$ cat src/rtl/snake_pkg.sv
// Shared types and geometry constants for the snake segment sequencer.
// A segment word is {x, y} so that it maps directly onto one register-file entry.
package snake_pkg;

   localparam int DEPTH    = 15;
   localparam int IDX_W    = 4;
   localparam int COORD_W  = 10;
   localparam int STEP     = 8;
   localparam int X_MAX    = 640;
   localparam int Y_MAX    = 480;
   localparam int INIT_LEN = 3;
   localparam int INIT_X   = 320;
   localparam int INIT_Y   = 240;

   typedef enum logic [1:0] {
      UP    = 2'd0,
      DOWN  = 2'd1,
      LEFT  = 2'd2,
      RIGHT = 2'd3
   } dir_t;

   typedef struct packed {
      logic [COORD_W-1:0] x;
      logic [COORD_W-1:0] y;
   } seg_t;

   typedef enum logic [1:0] {
      ST_INIT,
      ST_IDLE,
      ST_SHIFT,
      ST_HEAD
   } state_t;

   // Opposite directions share the axis bit and differ in the sense bit.
   function automatic logic is_reverse(input dir_t a, input dir_t b);
      return (a[1] == b[1]) && (a[0] != b[0]);
   endfunction

endpackage

$ cat src/rtl/snake_head_next.sv
// Next head position: one STEP in the given direction, wrapping at the playfield edges.
// Arithmetic is one bit wider than a coordinate so the bound test sees the carry.
module snake_head_next
   import snake_pkg::*;
(
   input  seg_t i_head,
   input  dir_t i_dir,
   output seg_t o_new_head
);

   localparam logic [COORD_W:0] C_STEP   = (COORD_W+1)'(STEP);
   localparam logic [COORD_W:0] C_X_MAX  = (COORD_W+1)'(X_MAX);
   localparam logic [COORD_W:0] C_Y_MAX  = (COORD_W+1)'(Y_MAX);
   localparam logic [COORD_W:0] C_X_WRAP = (COORD_W+1)'(X_MAX - STEP);
   localparam logic [COORD_W:0] C_Y_WRAP = (COORD_W+1)'(Y_MAX - STEP);

   logic [COORD_W:0] w_x, w_y, w_x_inc, w_y_inc, w_x_dec, w_y_dec;

   assign w_x     = {1'b0, i_head.x};
   assign w_y     = {1'b0, i_head.y};
   assign w_x_inc = w_x + C_STEP;
   assign w_y_inc = w_y + C_STEP;
   assign w_x_dec = (w_x < C_STEP) ? C_X_WRAP : w_x - C_STEP;
   assign w_y_dec = (w_y < C_STEP) ? C_Y_WRAP : w_y - C_STEP;

   // NOTE: every output is given a default before the case so no path can infer a latch.
   always_comb begin
      o_new_head = i_head;
      unique case (i_dir)
         UP:    o_new_head.y = w_y_dec[COORD_W-1:0];
         DOWN:  o_new_head.y = (w_y_inc >= C_Y_MAX) ? '0 : w_y_inc[COORD_W-1:0];
         LEFT:  o_new_head.x = w_x_dec[COORD_W-1:0];
         RIGHT: o_new_head.x = (w_x_inc >= C_X_MAX) ? '0 : w_x_inc[COORD_W-1:0];
      endcase
   end

endmodule

$ cat src/rtl/snake_body_shifter.sv
// Per-tick sequencer for the segment register file: copies segments tail-first,
// writes the new head at slot 0, handles growth and latches self-collision.
module snake_body_shifter
   import snake_pkg::*;
(
   input  logic                   Clk,
   input  logic                   Reset,
   input  logic                   tick,
   input  logic [1:0]             dir_in,
   input  logic                   grow,
   input  logic [2*COORD_W-1:0]   rf_rdata,
   output logic                   rf_ld,
   output logic [IDX_W-1:0]       rf_waddr,
   output logic [IDX_W-1:0]       rf_raddr,
   output logic [2*COORD_W-1:0]   rf_wdata,
   output logic [IDX_W-1:0]       length,
   output logic                   busy,
   output logic                   done,
   output logic                   self_hit,
   output logic                   tick_drop
);

   localparam logic [IDX_W-1:0]   C_DEPTH    = IDX_W'(DEPTH);
   localparam logic [IDX_W-1:0]   C_INIT_LEN = IDX_W'(INIT_LEN);
   localparam logic [IDX_W-1:0]   C_INIT_END = IDX_W'(INIT_LEN - 1);
   localparam logic [COORD_W-1:0] C_INIT_X   = COORD_W'(INIT_X);
   localparam logic [COORD_W-1:0] C_INIT_Y   = COORD_W'(INIT_Y);
   localparam logic [COORD_W-1:0] C_STEP     = COORD_W'(STEP);

   state_t           r_state, w_state_next;
   logic [IDX_W-1:0] r_k, r_i, r_len;
   dir_t             r_dir, w_dir_req, w_dir_eff;
   seg_t             r_head, r_new_head, w_new_head, w_init_seg;
   logic             r_grow_pend, r_self_hit, r_done, r_tick_drop;
   logic             w_ld, w_hit_cmp;

   assign w_dir_req  = dir_t'(dir_in);
   assign w_dir_eff  = is_reverse(w_dir_req, r_dir) ? r_dir : w_dir_req;
   assign w_init_seg = '{x: C_INIT_X - COORD_W'(r_k) * C_STEP, y: C_INIT_Y};

   // Only segments that survive this step (indices 0..length-2) count as a collision.
   assign w_hit_cmp = (({1'b0, r_i} + (IDX_W+1)'(2)) <= {1'b0, r_len}) &&
                      (rf_rdata == r_new_head);

   snake_head_next u_head_next (
      .i_head     (r_head),
      .i_dir      (w_dir_eff),
      .o_new_head (w_new_head)
   );

   always_comb begin
      w_state_next = r_state;
      w_ld         = 1'b0;
      rf_waddr     = '0;
      rf_raddr     = '0;
      rf_wdata     = '0;
      unique case (r_state)
         ST_INIT: begin
            w_ld     = 1'b1;
            rf_waddr = r_k;
            rf_wdata = w_init_seg;
            if (r_k == C_INIT_END) w_state_next = ST_IDLE;
         end
         ST_IDLE: if (tick) w_state_next = ST_SHIFT;
         ST_SHIFT: begin
            w_ld     = 1'b1;
            rf_raddr = r_i;
            rf_waddr = r_i + IDX_W'(1);
            rf_wdata = rf_rdata;
            if (r_i == '0) w_state_next = ST_HEAD;
         end
         ST_HEAD: begin
            w_ld         = 1'b1;
            rf_wdata     = r_new_head;
            w_state_next = ST_IDLE;
         end
      endcase
   end

   // NOTE: sequential state uses non-blocking assignments so every register samples pre-edge values.
   always_ff @(posedge Clk) begin
      if (Reset) begin
         r_state     <= ST_INIT;
         r_k         <= '0;
         r_i         <= '0;
         r_len       <= '0;
         r_dir       <= RIGHT;
         r_head      <= '{x: C_INIT_X, y: C_INIT_Y};
         r_new_head  <= '0;
         r_grow_pend <= 1'b0;
         r_self_hit  <= 1'b0;
         r_done      <= 1'b0;
         r_tick_drop <= 1'b0;
      end else begin
         r_state     <= w_state_next;
         r_done      <= (r_state == ST_HEAD);
         r_tick_drop <= tick && (r_state != ST_IDLE);
         if (grow && (r_state != ST_INIT)) r_grow_pend <= 1'b1;
         unique case (r_state)
            ST_INIT: begin
               r_k <= r_k + IDX_W'(1);
               if (r_k == C_INIT_END) r_len <= C_INIT_LEN;
            end
            ST_IDLE: if (tick) begin
               r_dir      <= w_dir_eff;
               r_new_head <= w_new_head;
               r_i        <= (r_len == C_DEPTH) ? r_len - IDX_W'(2) : r_len - IDX_W'(1);
            end
            ST_SHIFT: begin
               if (w_hit_cmp) r_self_hit <= 1'b1;
               r_i <= r_i - IDX_W'(1);
            end
            ST_HEAD: begin
               r_head <= r_new_head;
               if (r_grow_pend && (r_len < C_DEPTH)) r_len <= r_len + IDX_W'(1);
               // A grow arriving during the head write belongs to the next step.
               r_grow_pend <= grow;
            end
         endcase
      end
   end

   assign rf_ld     = w_ld & ~Reset;
   assign length    = r_len;
   assign busy      = (r_state != ST_IDLE);
   assign done      = r_done;
   assign self_hit  = r_self_hit;
   assign tick_drop = r_tick_drop;

endmodule

$ cat config.mk
export PLATFORM = sky130hd
export DESIGN_NAME = snake_body_shifter
export DESIGN_NICKNAME = d
export VERILOG_FILES = /design/src/rtl/snake_pkg.sv /design/src/rtl/snake_head_next.sv /design/src/rtl/snake_body_shifter.sv
export SDC_FILE = /design/constraint.sdc
export NUM_CORES = 1
export LEC_CHECK = 0
export ABC_CLOCK_PERIOD_IN_PS = 4130
export BUFFER_PORTS_ARGS = -buffer_cell sky130_fd_sc_hd__buf_2
export CELL_PAD_IN_SITES_DETAIL_PLACEMENT = 2
export CELL_PAD_IN_SITES_GLOBAL_PLACEMENT = 2
export CORE_MARGIN = 1.5
export CORE_UTILIZATION = 36
export CTS_BUF_LIST = sky130_fd_sc_hd__clkbuf_16
export CTS_CLUSTER_DIAMETER = 80
export DETAILED_ROUTE_END_ITERATION = 10
export PLACE_DENSITY_LB_ADDON = 0.1
export REMOVE_ABC_BUFFERS = 1
export SETUP_SLACK_MARGIN = 0.02
export SLEW_MARGIN = 25
export SYNTH_ARGS = -nofsm -noshare
export SYNTH_HDL_FRONTEND = slang
export SYNTH_SLANG_ARGS = --single-unit
$ cat constraint.sdc
create_clock -name Clk -period 4.13 [get_ports Clk]
set_clock_uncertainty 0.05 [all_clocks]
set_input_delay 0.413 -clock Clk [delete_from_list [all_inputs] [get_ports Clk]]
set_output_delay 0.413 -clock Clk [all_outputs]
set_load 0.005 [all_outputs]
==> impl_metrics.toml <==
[timing]
tightest_slew_ns = 0.990
fin_setup_tns_ns = 0
layout_min_cycle_time_ns = 2.89
finalSetupViolations = 0
slew_violations = 0
worst_slack_ns = 1.24
grt_setup_unrepaired = "no"
fin_crit_sh_pct = 69.9
max_freq_mhz = 346
finalHoldViolations = 0
relSlewSlack_pct = 34.0

[synth]
synth_cell_types = 54
syn_area_um2 = 4190
netlist_top_cells_count = "73 x nand2_1, 60 x dfxtp_1, 48 x a21oi_1"
synth_largest_area_cell = "dfxtp_1"
synth.most_common_cell = "nand2_1"
synth_area_leaders = "dfxtp_1 29%, ha_1 7.8%, nand2_1 6.5%"
synth-edff-count = 0
ys_warn_count = 0
avgSynthCellArea_um2 = 7.60
netlist.area_leader.share_pct = 28.7
ys_seq_area_share_pct = 28.7
synth_ff_type = "dfxtp_1"
synthCells = 551
async_flop_share_pct = 0
synth-seq-cells = 60

[finish]
final_cell_area_um2 = 4810
fin_util_pct = 42.3
n_antenna_cell = 0
seq_area_um2 = 1200
nets = 643
drive_gt1_share_pct = 13.9
multi_input_area_um2 = 2730
areaGrowthSynthToFinish_pct = 15.0
n_fill_cell = 1339
final_cell_count_no_fill = 739

[routing]
via_count = 4260
post-route-drc-count = 0
wl_per_cell_um = 20.6
first_pass_iters = 4
detail_route.iter0.violations = 155
vias_per_cell = 5.76
drt_wl_total_mm = 15.2
ant_nets = 0

[worst_setup_path]
end_kind = "output pin"
crit_type = "flop to output pin"
critPathMaxFanout = 25
crit_arrival_ns = 2.42
worstPathRequired_ns = 3.67
critPathLaunchType = "flop"

[pwr]
intPower_w = 0.00155
clock_power_share_pct = 24.6
p_switching_w = 0.00115
seqPwrFrac_pct = 30.3
p_leak_nw = 1.92
p_comb_share_pct = 45.1
p_sw_share_pct = 42.6
ir_drop_v = 0.000267
power_density_nw_per_um2 = 560

[die]
num_rows = 39
core_um2 = 11400
die_y_um = 111
die_area_um2 = 12300
initial_core_util_pct = 36.8
dieWidth_um = 111
ios = 63

[clock_network]
post_cts_buffers = 0
path_clk_slew_ns = 0.05
h-tree-depth = 3
cts_tree = "built"
clkSinkCount = 60
cts_resized = 0
clock_latency_ns = 0.34
root_buffer = "clkbuf_16"
clock_path_buffers = 2
cts_hold_buffers = 0
numCtsBuffers = 9

[grt]
grt_max_degree = 46
groute.usage.overall_pct = 25.5
grt_pass1_vias = 4635
grt_pass1_wl_mm = 24.9
grt.overflow.total = 0
antenna_found_initial = 0

[place]
postPlaceCellArea_um2 = 4560
numPortBuffers = 62
place.gp.congestion = 0.852
hpwl_mm = 10.9
dp_slack_ns = 1.61
dpl.cell_count = 723

[run]
maxCapViolCount = 0

[worst_hold_path]
hold_class = "input port to flop"

[run_status]
status = "completed"
-- routing by layer --
metal	part of all wire (%)	global-route usage, %	vias to the layer above
met4	1.1	5.30	0
met1	46	32.0	2149
li1	-	-	2034
met5	0	0	-
met3	2.7	4.98	13
met2	51	45.5	64
-- area by class of cell --
| cell class | count | share of cell area [%] |
|---|---|---|
| Tap cell | 143 | 3.72 |
| Sequential cell | 60 | 24.9 |
| Inverter | 25 | 1.95 |
| Clock inverter | 7 | 0.546 |
| Timing Repair Buffer | 68 | 7.38 |
| Clock buffer | 9 | 4.68 |
| Multi-Input combinational cell | 427 | 56.8 |
-- power by group through the flow --
stage,logic (W),registers (W),clock network (W)
3_5_place_dp,0.00122,0.000826,0
4_1_cts,0.00124,0.000814,0.000673
3_3_place_gp,0.00117,0.000816,0
6_report,0.00122,0.000816,0.000662
2_1_floorplan,0.000772,0.000778,0
5_1_grt,0.00137,0.000834,0.000703
-- registers in the layout (all words and copies together) (netlist names) --
name	count
r_head	20
length	4
r_k	4
r_grow_pend	1
tick_drop	1
self_hit	1
r_new_head	20
r_state	2
r_dir	2
r_i	4
done	1
-- placed cells by master (no fill, tap or decap), types with 4 or more instances in the layout --
master     instances
nand2_1           73
buf_2             62
dfxtp_1           60
a21oi_1           48
nor2_1            38
inv_1             27
ha_1              26
o21ai_0           25
xnor2_1           21
nand3_1           18
nand2b_1          17
xor2_1            17
nand4_1           14
mux2i_1           13
and2_1            10
nor3_1            10
a31oi_1            9
clkbuf_16          9
o211ai_1           7
nor2b_1            6
a311oi_1           6
nor4_1             6
a211oi_1           6
buf_4              6
a22oi_1            5
clkinv_1           5
o31ai_1            4
a221oi_1           4
a22o_1             4
and3_1             4
nor4b_1            4
-- cell families after synthesis --
kind of cell | share of synthesized area [%]
AO/OA/AOI/OAI | 21.2
AND/OR/NAND/NOR | 24.8
multiplexers | 3.64
buffers and inverters | 6.04
adder cells (fa/ha/maj) | 7.77
XOR/XNOR | 7.95
flip-flops | 28.7
-- worst max-delay path, cell delays in order, from the launching register on --
cell and delay, ns:
dfxtp_1 0.50, ha_1 0.88, buf_4 0.34, nand2_1 0.07, a21oi_1 0.15, buf_2 0.13
-- worst paths after layout --
kind              slack (ns)              to  depth (start not counted)        from
setup reg to reg        1.60   r_new_head[2]                          6   r_head[3]
hold reg to reg         0.42  r_new_head[12]                          2  r_head[12]
hold / removal          0.30     r_grow_pend                          3        grow
setup / recovery        1.24    rf_wdata[11]                          5  r_state[1]
-- per-stage QoR --
| step | hold WS [ns] | total power [W] |
|---|---|---|
| after CTS | 0.299 | 0.00272 |
| after global routing | 0.300 | 0.00290 |
| after global placement | 0.391 | 0.00198 |
| after floorplan | 0.382 | 0.00155 |
| after detailed placement | 0.403 | 0.00204 |
| final | 0.302 | 0.00269 |
(Power assumes the default switching activity.)
